File: config.mk
export PLATFORM = sky130hd
export DESIGN_NAME = fetch_stage
export DESIGN_NICKNAME = d
export VERILOG_FILES = /design/src/rtl/fetch_stage_pkg.sv /design/src/rtl/fetch_stage_if_id_latch.sv /design/src/rtl/fetch_stage.sv
export SDC_FILE = /design/constraint.sdc
export NUM_CORES = 1
export LEC_CHECK = 0
export ABC_AREA = 1
export CORE_MARGIN = 3
export CORE_UTILIZATION = 43
export CTS_BUF_LIST = sky130_fd_sc_hd__clkbuf_16
export CTS_CLUSTER_SIZE = 25
export DETAILED_ROUTE_END_ITERATION = 10
export PLACE_DENSITY = 0.81
export SLEW_MARGIN = 20
export SYNTH_ARGS = -nofsm -noshare
export SYNTH_HDL_FRONTEND = slang
export SYNTH_SLANG_ARGS = --single-unit
File: constraint.sdc
create_clock -name clk -period 3.5 [get_ports clk]
set_clock_uncertainty 0.15 [all_clocks]
set_input_delay 0.35 -clock clk [delete_from_list [all_inputs] [get_ports clk]]
set_output_delay 0.35 -clock clk [all_outputs]
set_load 0.1 [all_outputs]
File: src/rtl/fetch_stage_pkg.sv
// LC-3b shared types plus the fetch-stage state encoding and NOP constant.
// Latency: n/a (types and helpers only).
// Backpressure: n/a.
package fetch_stage_pkg;

    typedef logic [15:0] lc3b_word;
    typedef logic [2:0]  lc3b_reg;
    typedef logic [3:0]  lc3b_opcode;

    // REQ: request up; HOLD: fetched word parked while decode stalls;
    // DRAIN: a stale request is still in flight after a redirect.
    typedef enum logic [1:0] {
        REQ   = 2'd0,
        HOLD  = 2'd1,
        DRAIN = 2'd2
    } lc3b_fetch_state;

    localparam lc3b_word lc3b_nop = 16'h0000;

    // Sequential fetch step; wraps modulo 2^16.
    function automatic lc3b_word pc_inc(input lc3b_word pc);
        return pc + 16'd2;
    endfunction

endpackage

File: src/rtl/fetch_stage_if_id_latch.sv
// IF/ID pipeline register (valid, pc, ir) with combinational field decode.
// Latency: 1 cycle from load/flush to outputs.
// Backpressure: holds contents when neither load nor flush is asserted.
module fetch_stage_if_id_latch
    import fetch_stage_pkg::*;
(
    input  logic       clk,
    input  logic       reset,
    input  logic       load_i,
    input  logic       flush_i,
    input  lc3b_word   pc_i,
    input  lc3b_word   ir_i,
    output logic       valid_o,
    output lc3b_word   pc_o,
    output lc3b_word   ir_o,
    output lc3b_opcode opcode_o,
    output lc3b_reg    dest_o,
    output lc3b_reg    sr1_o,
    output lc3b_reg    sr2_o,
    output logic       bit5_o
);

    logic     valid_q;
    lc3b_word pc_q;
    lc3b_word ir_q;

    // Register update: flush inserts a bubble and wins over load.
    always_ff @(posedge clk) begin
        if (reset || flush_i) begin
            valid_q <= 1'b0;
            pc_q    <= 16'h0000;
            ir_q    <= lc3b_nop;
        end else if (load_i) begin
            valid_q <= 1'b1;
            pc_q    <= pc_i;
            ir_q    <= ir_i;
        end
    end

    assign valid_o  = valid_q;
    assign pc_o     = pc_q;
    assign ir_o     = ir_q;
    assign opcode_o = ir_q[15:12];
    assign dest_o   = ir_q[11:9];
    assign sr1_o    = ir_q[8:6];
    assign sr2_o    = ir_q[2:0];
    assign bit5_o   = ir_q[5];

endmodule

File: src/rtl/fetch_stage.sv
// LC-3b IF stage: PC, imem request handshake, one-word hold buffer, IF/ID register.
// Latency: fetched word reaches IF/ID on the edge that sees imem_resp (or on release from HOLD).
// Backpressure: forward_load=0 parks a returned word in the hold buffer and drops imem_read.
module fetch_stage
    import fetch_stage_pkg::*;
#(
    parameter lc3b_word RESET_PC = 16'h0000
) (
    input  logic       clk,
    input  logic       reset,
    input  logic       forward_load,
    input  logic       redirect,
    input  lc3b_word   redirect_pc,
    output logic       imem_read,
    output lc3b_word   imem_address,
    input  lc3b_word   imem_rdata,
    input  logic       imem_resp,
    output logic       if_id_valid,
    output lc3b_word   if_id_pc,
    output lc3b_word   if_id_ir,
    output lc3b_opcode if_id_opcode,
    output lc3b_reg    if_id_dest,
    output lc3b_reg    if_id_sr1,
    output lc3b_reg    if_id_sr2,
    output logic       if_id_bit5
);

    lc3b_fetch_state state_q, state_d;
    lc3b_word        pc_q, pc_d;
    lc3b_word        hold_q, hold_d;
    lc3b_word        drain_addr_q, drain_addr_d;
    logic            ld_ifid;
    logic            flush_ifid;
    lc3b_word        ld_ir;

    // A stale request keeps its original address even after pc moves to the target.
    assign imem_read    = !reset && (state_q == REQ || state_q == DRAIN);
    assign imem_address = (state_q == DRAIN) ? drain_addr_q : pc_q;

    // Next state: redirect first, then the per-state advance/stall rules.
    always_comb begin
        state_d      = state_q;
        pc_d         = pc_q;
        hold_d       = hold_q;
        drain_addr_d = drain_addr_q;
        ld_ifid      = 1'b0;
        flush_ifid   = 1'b0;
        ld_ir        = imem_rdata;
        if (redirect) begin
            flush_ifid = 1'b1;
            pc_d       = redirect_pc & ~16'h0001;
            unique case (state_q)
                REQ: begin
                    if (!imem_resp) begin
                        state_d      = DRAIN;
                        drain_addr_d = pc_q;
                    end
                end
                HOLD:    state_d = REQ;
                DRAIN:   state_d = imem_resp ? REQ : DRAIN;
                default: state_d = REQ;
            endcase
        end else begin
            unique case (state_q)
                REQ: begin
                    if (imem_resp) begin
                        if (forward_load) begin
                            ld_ifid = 1'b1;
                            pc_d    = pc_inc(pc_q);
                        end else begin
                            hold_d  = imem_rdata;
                            state_d = HOLD;
                        end
                    end else if (forward_load) begin
                        flush_ifid = 1'b1;
                    end
                end
                HOLD: begin
                    if (forward_load) begin
                        ld_ifid = 1'b1;
                        ld_ir   = hold_q;
                        pc_d    = pc_inc(pc_q);
                        state_d = REQ;
                    end
                end
                DRAIN: begin
                    if (imem_resp) state_d = REQ;
                    if (forward_load) flush_ifid = 1'b1;
                end
                default: state_d = REQ;
            endcase
        end
    end

    // State, PC, hold buffer and drain address registers.
    always_ff @(posedge clk) begin
        if (reset) begin
            state_q      <= REQ;
            pc_q         <= RESET_PC;
            hold_q       <= lc3b_nop;
            drain_addr_q <= 16'h0000;
        end else begin
            state_q      <= state_d;
            pc_q         <= pc_d;
            hold_q       <= hold_d;
            drain_addr_q <= drain_addr_d;
        end
    end

    fetch_stage_if_id_latch u_if_id (
        .clk      (clk),
        .reset    (reset),
        .load_i   (ld_ifid),
        .flush_i  (flush_ifid),
        .pc_i     (pc_inc(pc_q)),
        .ir_i     (ld_ir),
        .valid_o  (if_id_valid),
        .pc_o     (if_id_pc),
        .ir_o     (if_id_ir),
        .opcode_o (if_id_opcode),
        .dest_o   (if_id_dest),
        .sr1_o    (if_id_sr1),
        .sr2_o    (if_id_sr2),
        .bit5_o   (if_id_bit5)
    );

    // Memory never answers while no request is up.
    a_no_resp_in_hold: assert property (@(posedge clk) disable iff (reset)
        !(state_q == HOLD && imem_resp));

endmodule

Word level (Yosys, flattened, before mapping)
Cells that the tools add are included.
{"block": "totals", "reg_bits": 83, "latchBits": 0, "ram_bits": 0, "romBits": 0, "in_bits": 37, "output_inout_bits": 64, "elab_cells": 56, "memories": 0}
{"block": "op_classes", "add_sub_neg": 1, "n_mul": 0, "div": 0, "n_lt_le_gt_ge": 0, "n_eq_ne": 8, "n_shift": 0, "mux": 24, "n_bitwise": 2, "n_reduce_logical": 13}
{"op": "$mux W16", "n": 7}
{"op": "$pmux W16 S2", "n": 1}
{"op": "$add A16 B2 Y16 const B", "n": 1}
{"op": "$ne A3 B3 Y1 const B", "n": 5}
{"op": "$mux W2", "n": 7}
{"op": "$pmux W2 S3", "n": 1}
{"op": "$reduce_and A3 Y1", "n": 2}
{"op": "$mux W1", "n": 5}
{"op": "$reduce_and A5 Y1", "n": 1}
{"op": "$pmux W1 S2", "n": 2}
{"op": "$pmux W2 S2", "n": 1}
{"op": "$reduce_and A2 Y1", "n": 2}
{"op": "$reduce_bool A3 Y1", "n": 1}
{"op": "$eq A2 B1 Y1 const B", "n": 1}
{"op": "$eq A2 B2 Y1 const B", "n": 1}
{"op": "$logic_not A2 Y1", "n": 1}
{"op": "$logic_or A1 B1 Y1", "n": 2}
{"op": "$ne A2 B2 Y1 const B", "n": 1}
{"op": "$not A1 Y1", "n": 2}
{"op": "$reduce_bool A2 Y1", "n": 1}
{"op": "$reduce_or A2 Y1", "n": 1}
{"op": "$logic_and A1 B1 Y1", "n": 1}
{"op": "$logic_not A1 Y1", "n": 1}

Longest topological paths before layout
Gate-level depths: netlist of run 1.
{"block": "logic_depth", "depth_word": 5, "depth_mapped": 9, "mapped_depth_nobuf": 9}

Modules after synthesis
A second synthesis of run 1 with hierarchy kept.
{"block": "hier_totals", "hier_cells": 649, "area_unflattened_um2": 4292.9}
{"mod": "fetch_stage", "n_inst": 1, "cells_each": 430, "area_per_inst_um2": 2827.7, "seq_area_each_um2": 960.9}
{"mod": "fetch_stage_if_id_latch", "n_inst": 1, "cells_each": 219, "area_per_inst_um2": 1465.2, "seq_area_each_um2": 660.6}

Worst setup path before layout of run 1
OpenSTA, ideal clock, no wires.
{"block": "synth_path", "path_kind": "reg-to-output", "start": "reg state_q[0]", "end": "out imem_address[15]", "arrival_time_ps": 2826, "required_ps": 3000, "setup_slack_ps": 174, "path_stages_with_launch": 5, "path_buffers": 1, "path_cell_list": "dfxtp_1 > inv_2 > nand2_1 > clkbuf_1 > o21ai_0"}
{"block": "synth_via", "elab_chain_len": 2}
{"element": "start, declared", "line_no": "fetch_stage.sv:28", "text": "lc3b_fetch_state state_q, state_d;"}
{"element": "start signal, assigned", "line_no": "fetch_stage.sv:103", "text": "state_q <= state_d;"}
{"element": "$eq A2 B2 Y1", "line_no": "fetch_stage.sv:38", "text": "assign imem_address = (state_q == DRAIN) ? drain_addr_q : pc_q;"}
{"element": "$mux W16", "line_no": "fetch_stage.sv:38"}
{"element": "end, declared", "line_no": "fetch_stage.sv:15", "text": "output lc3b_word imem_address,"}
Every way passes these cells.

Final worst setup path of run 1
{"block": "layout_path", "start": "reg state_q[0]", "end": "out imem_address[6]"}
Same word-level chain as after synthesis.

==> flow_summary.json, run 1 <==
{
  "outcome": "finished clean",
  "relSlewSlack": 0.334,
  "layout-drive-gt1-share": 0.0837,
  "wl_mm": 10.9,
  "critPathCaptureType": "primary output",
  "initial_utilization": 0.454,
  "htree_levels": 3,
  "critPathKind": "register to primary output",
  "fmax_ghz": 0.382,
  "cts_root_buf": "clkbuf_16",
  "worstPathCellList": "inv_2 -> nand2_1 -> o21ai_0 -> buf_4",
  "rsz0062_at_grt": "no",
  "postCtsResizedCells": 0,
  "cap_violations": 0,
  "power.leakage_nw": 2.11,
  "post_drt_wl_per_cell_um": 13.7,
  "setup_viol": 0,
  "ir_drop_mv": 0.292,
  "grt_start_max_net_pins": 38,
  "num_rows": 34,
  "die_w_um": 103,
  "rr_worst_depth": 4,
  "whs_ps": 296,
  "tightest_slew_ps": 996,
  "r2r_slack_ps": 1460,
  "hpwlAfterDp_mm": 7.54,
  "r2r-end": "hold_q[1]",
  "async_reset_ff_frac": 0,
  "clk_latency_ps": 340,
  "tns_ps": 0,
  "core_sq_um": 8980,
  "cp.arrival_ps": 2120,
  "num_io_pins": 101,
  "hold_path_end": "drain_addr_q[10]",
  "synth_edf_count": 0,
  "start_kind": "register",
  "grt_pass1_vias": 3779,
  "crit_slowest_cell": "o21ai_0",
  "min_period_ps": 2620,
  "internal-power_mw": 1.76,
  "grt_pass1_wl_mm": 17.6,
  "cts_tree": "yes",
  "min_from": "drain_addr_q[10]",
  "n_antenna_cell": 0,
  "ys_warn_count": 0,
  "syn_area_per_cell_sq_um": 6.81,
  "die-area_sq_um": 10700,
  "fillerInstances": 826,
  "cp.required_ps": 3000,
  "hp-class": "register to register",
  "power.switching_mw": 0.715,
  "synth.yosys.seq_area_share": 0.393,
  "cts_hold_buf": 0,
  "fin_ws_ps": 880,
  "worstPathMaxFanout": 30,
  "pre_cts_ws_ps": 919,
  "numCtsBuffers": 9,
  "drtIter0Drc": 194,
  "overflow": 0,
  "gp_congestion": 0.922,
  "vias": 4028,
  "syn_area_sq_um": 4080,
  "synthToLayoutAreaGrowth_pct": 28.9,
  "grt_usage": 0.208,
  "cellPowerDensity_nw_per_um2": 472,
  "synth_cells": 598,
  "switching_share": 0.289,
  "seqCellArea_sq_um": 1600,
  "antenna_found_initial": 0,
  "worstHoldPathCells": 2,
  "cts_buffer_depth": 2,
  "share_seq_of_total_power": 0.397,
  "firstDrtPassIters": 5,
  "portBuffers": 97,
  "comb_power_share": 0.174,
  "finalMaxSlewViolations": 0,
  "finalHoldViolations": 0,
  "synth-seq-cells": 80,
  "yosysUniqueCellTypes": 33,
  "r2r-start": "state_q[0]",
  "ys.flop_type": "dfxtp_1",
  "multi_input_area_sq_um": 1880,
  "power_frac_clock": 0.429,
  "post-cts-setup-buffer-count": 0,
  "drcViolationCount": 0,
  "clock_sinks": 80,
  "min_period_over_period": 0.749,
  "slowest_delay_ps": 470,
  "die_y_um": 103,
  "vias_per_cell": 5.07,
  "nNetsFinal": 703,
  "antenna_left": 0,
  "path_clk_slew_ps": 60
}
==> worst max-delay path by stage <==
stage               startpoint               end  slack (ps)  depth (start not counted)
global placement      redirect         hold_q[3]         970                          5
floorplan           state_q[0]  imem_address[15]         170                          4
global route        state_q[0]  imem_address[10]         690                          5
CTS                 state_q[0]   imem_address[6]         880                          4
finish              state_q[0]   imem_address[6]         880                          4
detailed placement    redirect         hold_q[1]         920                          5
==> sequential cells by signal, summed over array words and instances, names as in the netlist <==
name	flops
hold_q	16
u_if_id.ir_o	16
drain_addr_q	15
pc_q	15
u_if_id.pc_o	15
state_q	2
u_if_id.valid_o	1
==> per-stage QoR <==
stage	utilization	power [mW]	instance area, sq um	cells
floorplan	-	1.32	4080	599
global placement	0.548	1.42	4920	780
detailed placement	0.548	1.43	4920	780
CTS	0.585	2.49	5250	795
global route	0.585	2.56	5250	795
finish	0.585	2.48	5250	795
==> cells in the mapped netlist (2+ instances only) <==
master / number / share of area
o211ai_1: 13 / 0.024
xor2_1: 2 / 0.0043
nand3_4: 2 / 0.0086
nand4_1: 8 / 0.012
o21ai_1: 2 / 0.0025
nand2_2: 4 / 0.0061
dfxtp_1: 80 / 0.39
clkbuf_1: 16 / 0.015
buf_1: 2 / 0.0018
o21ai_0: 79 / 0.097
inv_2: 5 / 0.0046
a21oi_2: 4 / 0.0086
buf_2: 6 / 0.0074
nand3_2: 2 / 0.0049
buf_6: 3 / 0.0083
nand3_1: 21 / 0.026
nand2_1: 129 / 0.12
a21oi_1: 58 / 0.071
nor2_1: 54 / 0.050
buf_4: 17 / 0.031
inv_1: 79 / 0.073
==> power groups by stage <==
stage	registers [mW]	clock network [mW]	logic [mW]
3_3_place_gp	1.00	0	0.422
4_1_cts	0.984	1.07	0.431
6_report	0.985	1.06	0.431
5_1_grt	0.989	1.11	0.469
3_5_place_dp	1.00	0	0.429
2_1_floorplan	1.02	0	0.294
==> layout make-up <==
type | instances | share of cell area
clock buffers | 9 | 0.0429
inverters | 84 | 0.0600
repair buffers | 101 | 0.183
clock inverters | 6 | 0.0207
multi-input cells | 389 | 0.359
flip-flops and latches | 80 | 0.305
well taps | 126 | 0.0300
==> metal layers <==
metal,global-route usage,wire length [um]
met3,0.0449,710
met2,0.350,5260
met1,0.257,4710
met5,0,0
met4,0.0876,238
==> cell families after synthesis <==
family	Yosys count	synth area share
xor gates and xnor gates	2	0.00430
AOI/OAI and AO/OA	162	0.220
DFF	80	0.393
other	1	0.000920
adders and majority gates	1	0.00307
buffers and inverters	130	0.146
and+or+nand+nor	222	0.233
==> cell usage in the layout, fill, tap and decap left out, drive strengths merged <==
| cell | n |
|---|---|
| a2111oi | 1 |
| a211oi | 1 |
| a21oi | 62 |
| a31oi | 2 |
| buf | 20 |
| bufinv | 3 |
| clkbuf | 9 |
| clkdlybuf4s50 | 81 |
| clkinv | 3 |
| conb | 2 |
| dfxtp | 80 |
| ha | 1 |
| inv | 84 |
| nand2 | 133 |
| nand3 | 25 |
| nand4 | 8 |
| nor2 | 56 |
| o2111ai | 1 |
| o211a | 1 |
| o211ai | 13 |
| o21ai | 81 |
| xor2 | 2 |
==> critical path, delay by kind of cell (launching register included) <==
family | cells | cell delay (ps)
compound gates | 1 | 470
buf+inv | 2 | 480
simple gates | 1 | 460
flops | 1 | 370
No activity file was read; power rests on OpenSTA's default activity.
==> run 2, diff against run 1 <==
PLACE_DENSITY = 0.84   (was 0.81)
clock period = 2.4 ns   (was 3.5 ns; I/O delays follow)
==> flow_summary.json, run 2 (synthesis results as in run 1) <==
{
  "portBuffers": 97,
  "synthToLayoutAreaGrowth_pct": 31.6,
  "wl_mm": 11.0,
  "rsz0062_at_grt": "no",
  "nNetsFinal": 712,
  "finalHoldViolations": 0,
  "layout_commonest_cell": "nand2_1",
  "fin_util": 0.597,
  "gp_congestion": 0.886,
  "vias_per_cell": 5.07,
  "clock_sinks": 80,
  "start_kind": "register",
  "postCtsResizedCells": 0,
  "seqCellArea_sq_um": 1600,
  "cts_tree": "yes",
  "antenna_found_initial": 0,
  "grt_pass1_wl_mm": 18.1,
  "min_period_ps": 2080,
  "grt_start_max_net_pins": 33,
  "cap_violations": 0,
  "critPathKind": "register to primary output",
  "cp.arrival_ps": 1690,
  "critPathCaptureType": "primary output",
  "worstPathMaxFanout": 30,
  "htree_levels": 3,
  "cts_root_buf": "clkbuf_16",
  "cts_hold_buf": 0,
  "post-cts-setup-buffer-count": 0,
  "hpwlAfterDp_mm": 8.04,
  "firstDrtPassIters": 5,
  "multi_input_area_sq_um": 1880,
  "initial_utilization": 0.454,
  "numCtsBuffers": 9,
  "finalMaxSlewViolations": 0,
  "setup_viol": 0,
  "drcViolationCount": 0,
  "num_io_pins": 101,
  "outcome": "finished clean",
  "die_y_um": 103,
  "clk_latency_ps": 330,
  "final_area_sq_um": 5360,
  "core_sq_um": 8980,
  "hp-class": "register to register",
  "num_rows": 34,
  "grt_usage": 0.214,
  "fillerInstances": 816,
  "busiest_layer": "met2",
  "use_met3": 0.0483,
  "antenna_left": 0,
  "post_drt_wl_per_cell_um": 13.7,
  "layout-drive-gt1-share": 0.159,
  "power.leakage_nw": 2.27,
  "mostFrequentLayoutCells": "129 x nand2_1, 81 x inv_1, 80 x dfxtp_1",
  "met1_usage": 0.260,
  "cellPowerDensity_nw_per_um2": 640,
  "die_w_um": 103,
  "min_period_over_period": 0.868,
  "n_antenna_cell": 0,
  "die-area_sq_um": 10700,
  "vias": 4073,
  "grt_pass1_vias": 3851,
  "ir_drop_mv": 0.438,
  "cts_buffer_depth": 2,
  "overflow": 0,
  "fmax_ghz": 0.480,
  "path_clk_slew_ps": 60,
  "use_met2": 0.379,
  "cp.required_ps": 2010,
  "drtIter0Drc": 220,
  "place_area_sq_um": 5080
}
run 2: cell types whose count changed in the layout (fill, tap and decap cells not counted):
cell             change
buf_12              +17
clkinv_4             -1
o21ai_0             -15
clkinvlp_4           +1
buf_4               +38
clkdlybuf4s50_1     -46
inv_1                +2
bufinv_16            -2
o21ai_1             +15
clkinv_1             +1
clkinv_2             -1
run 2: report_power, final:
group,switching (mW),internal (mW)
Clock,0.508,0.786
Combinational,0.467,0.234
Sequential,0.0483,1.39
Total,1.02,2.41
run 2: path summary, 6_finish.rpt:
check | start | to | slack [ps] | cells past startpoint
max | state_q[0] | imem_address[10] | 320 | 6
min | hold_q[2] | hold_q[2] | 300 | 2
max reg2reg | pc_q[2] | u_if_id.pc_o[9] | 520 | 7
min reg2reg | hold_q[2] | hold_q[2] | 300 | 2
run 2: metal layers:
layer  part of all wire  up-vias  wire length [um]
li1                   -     2057                 -
met5                  0        -                 0
met1               0.41     1851              4550
met2               0.51      154              5550
met3              0.070       11               772
met4              0.010        0               112
run 2: through the flow:
stage	total power, mW	std cells	setup TNS (ps)	hold WS [ps]	worst slack, ps
after floorplan	1.93	599	-1160	180	-78.1
after global placement	2.15	789	0	281	298
after detailed placement	2.16	789	0	290	244
after CTS	3.45	804	0	301	315
after global routing	3.58	804	0	313	179
final	3.43	804	0	300	316
run 2: critical path, stage by stage, from the launching register on:
cell	delay, ps
dfxtp_1	450
inv_2	110
nand2_1	70
buf_4	280
nand2_1	80
o21ai_1	160
buf_12	210
run 2: cell type report:
| class | count | share of cell area |
|---|---|---|
| Clock buffer | 9 | 0.0420 |
| Clock inverter | 6 | 0.0100 |
| Inverter | 84 | 0.0588 |
| Multi-Input combinational cell | 389 | 0.351 |
| Sequential cell | 80 | 0.299 |
| Tap cell | 126 | 0.0294 |
| Timing Repair Buffer | 110 | 0.210 |
==> run 3, diff against run 2 <==
CORE_ASPECT_RATIO = 1.2   (was default)
CTS_CLUSTER_SIZE = 24   (was 25)
==> flow_summary.json, run 3 (synthesis results as in run 1) <==
{
  "num_io_pins": 101,
  "layout-drive-gt1-share": 0.161,
  "comb_power_share": 0.204,
  "outcome": "finished clean",
  "cts_buffer_depth": 2,
  "cp.required_ps": 2010,
  "switching_share": 0.300,
  "critPathCaptureType": "primary output",
  "die-area_sq_um": 10700,
  "die_y_um": 113,
  "clk_latency_ps": 330,
  "post_drt_wl_per_cell_um": 13.6,
  "wl_mm": 10.9,
  "min_period_ps": 2110,
  "core_sq_um": 9130,
  "cp.arrival_ps": 1720,
  "path_clk_slew_ps": 60,
  "relSlewSlack": 0.637,
  "grt_usage": 0.212,
  "power.leakage_nw": 2.27,
  "finalMaxSlewViolations": 0,
  "num_rows": 38,
  "min_period_over_period": 0.877,
  "tightest_slew_ps": 543,
  "layout_commonest_cell": "nand2_1",
  "initial_utilization": 0.446,
  "fillerInstances": 861,
  "power_mw": 3.45,
  "critPathKind": "register to primary output",
  "gp_congestion": 0.899,
  "nNetsFinal": 710,
  "grt_start_max_net_pins": 33,
  "grt_pass1_wl_mm": 18.2,
  "rsz0062_at_grt": "no",
  "cellPowerDensity_nw_per_um2": 644,
  "numCtsBuffers": 9,
  "hpwlAfterDp_mm": 7.94,
  "worstPathMaxFanout": 30,
  "clock_sinks": 80,
  "htree_levels": 3,
  "setup_viol": 0,
  "vias_per_cell": 5.14,
  "fmax_ghz": 0.475,
  "power.switching_mw": 1.04,
  "share_seq_of_total_power": 0.415,
  "power_frac_clock": 0.381,
  "vias": 4095,
  "cts_root_buf": "clkbuf_16",
  "overflow": 0,
  "ir_drop_mv": 0.385,
  "start_kind": "register",
  "firstDrtPassIters": 6,
  "cap_violations": 0,
  "synthToLayoutAreaGrowth_pct": 31.6,
  "cts_tree": "yes",
  "post-cts-setup-buffer-count": 0,
  "antenna_left": 0,
  "grt_pass1_vias": 3956,
  "portBuffers": 97,
  "drcViolationCount": 0,
  "cts_hold_buf": 0,
  "die_w_um": 94.9,
  "tns_ps": 0,
  "n_antenna_cell": 0,
  "postCtsResizedCells": 0,
  "mostFrequentLayoutCells": "129 x nand2_1, 80 x dfxtp_1, 79 x inv_1",
  "finalHoldViolations": 0,
  "drtIter0Drc": 185,
  "internal-power_mw": 2.42,
  "antenna_found_initial": 0,
  "hp-class": "register to register"
}
## run 3: cell count changes in the layout (fill, tap and decap cells not counted), sizes merged
cell | before | now
clkinv | 2 | 6
buf | 75 | 73
inv | 86 | 84
clkinvlp | 1 | 0
## run 3: cell type report
| type | instances | area (sq um) | area share |
|---|---|---|---|
| repair buffers | 108 | 1120 | 0.210 |
| inverters | 84 | 315 | 0.0588 |
| clock buffers | 9 | 225 | 0.0420 |
| multi-input cells | 389 | 1880 | 0.351 |
| well taps | 120 | 150 | 0.0280 |
| clock inverters | 7 | 62.6 | 0.0117 |
| flip-flops and latches | 80 | 1600 | 0.299 |
## run 3: worst paths after layout
check / startpoint / to / slack [ps] / cells past startpoint
worst max register to register: pc_q[2] / u_if_id.pc_o[13] / 550 / 8
worst min register to register: hold_q[4] / hold_q[4] / 300 / 2
worst min-delay path: hold_q[4] / hold_q[4] / 300 / 2
worst max-delay path: state_q[0] / imem_address[7] / 290 / 6
## run 3: power by group through the flow
stage / Sequential (mW) / Combinational, mW / Clock (mW)
after floorplan: 1.49 / 0.431 / 0
after global placement: 1.46 / 0.687 / 0
after detailed placement: 1.46 / 0.702 / 0
after CTS: 1.43 / 0.707 / 1.34
after global routing: 1.44 / 0.761 / 1.41
final: 1.43 / 0.704 / 1.32
## run 3: worst max-delay path, cell delays in order, from the launching register on
cell,delay [ps]
dfxtp_1,440
inv_2,100
nand2_1,80
buf_4,280
nand2_1,100
o21ai_1,160
buf_12,210
## run 3: per-stage QoR
step | hold WS (ps) | util | instance area (sq um) | worst slack (ps) | std cells
6_report | 295 | 0.587 | 5360 | 295 | 797
5_1_grt | 312 | 0.587 | 5360 | 140 | 797
4_1_cts | 296 | 0.587 | 5360 | 281 | 797
3_5_place_dp | 287 | 0.556 | 5070 | 204 | 781
3_3_place_gp | 281 | 0.556 | 5070 | 266 | 781
2_1_floorplan | 180 | - | 4080 | -78.1 | 599
## run 3: metal layers
metal,track usage,share of wire
met4,0.0847,0.019
met1,0.239,0.38
met3,0.0362,0.063
met5,0,0
met2,0.388,0.54
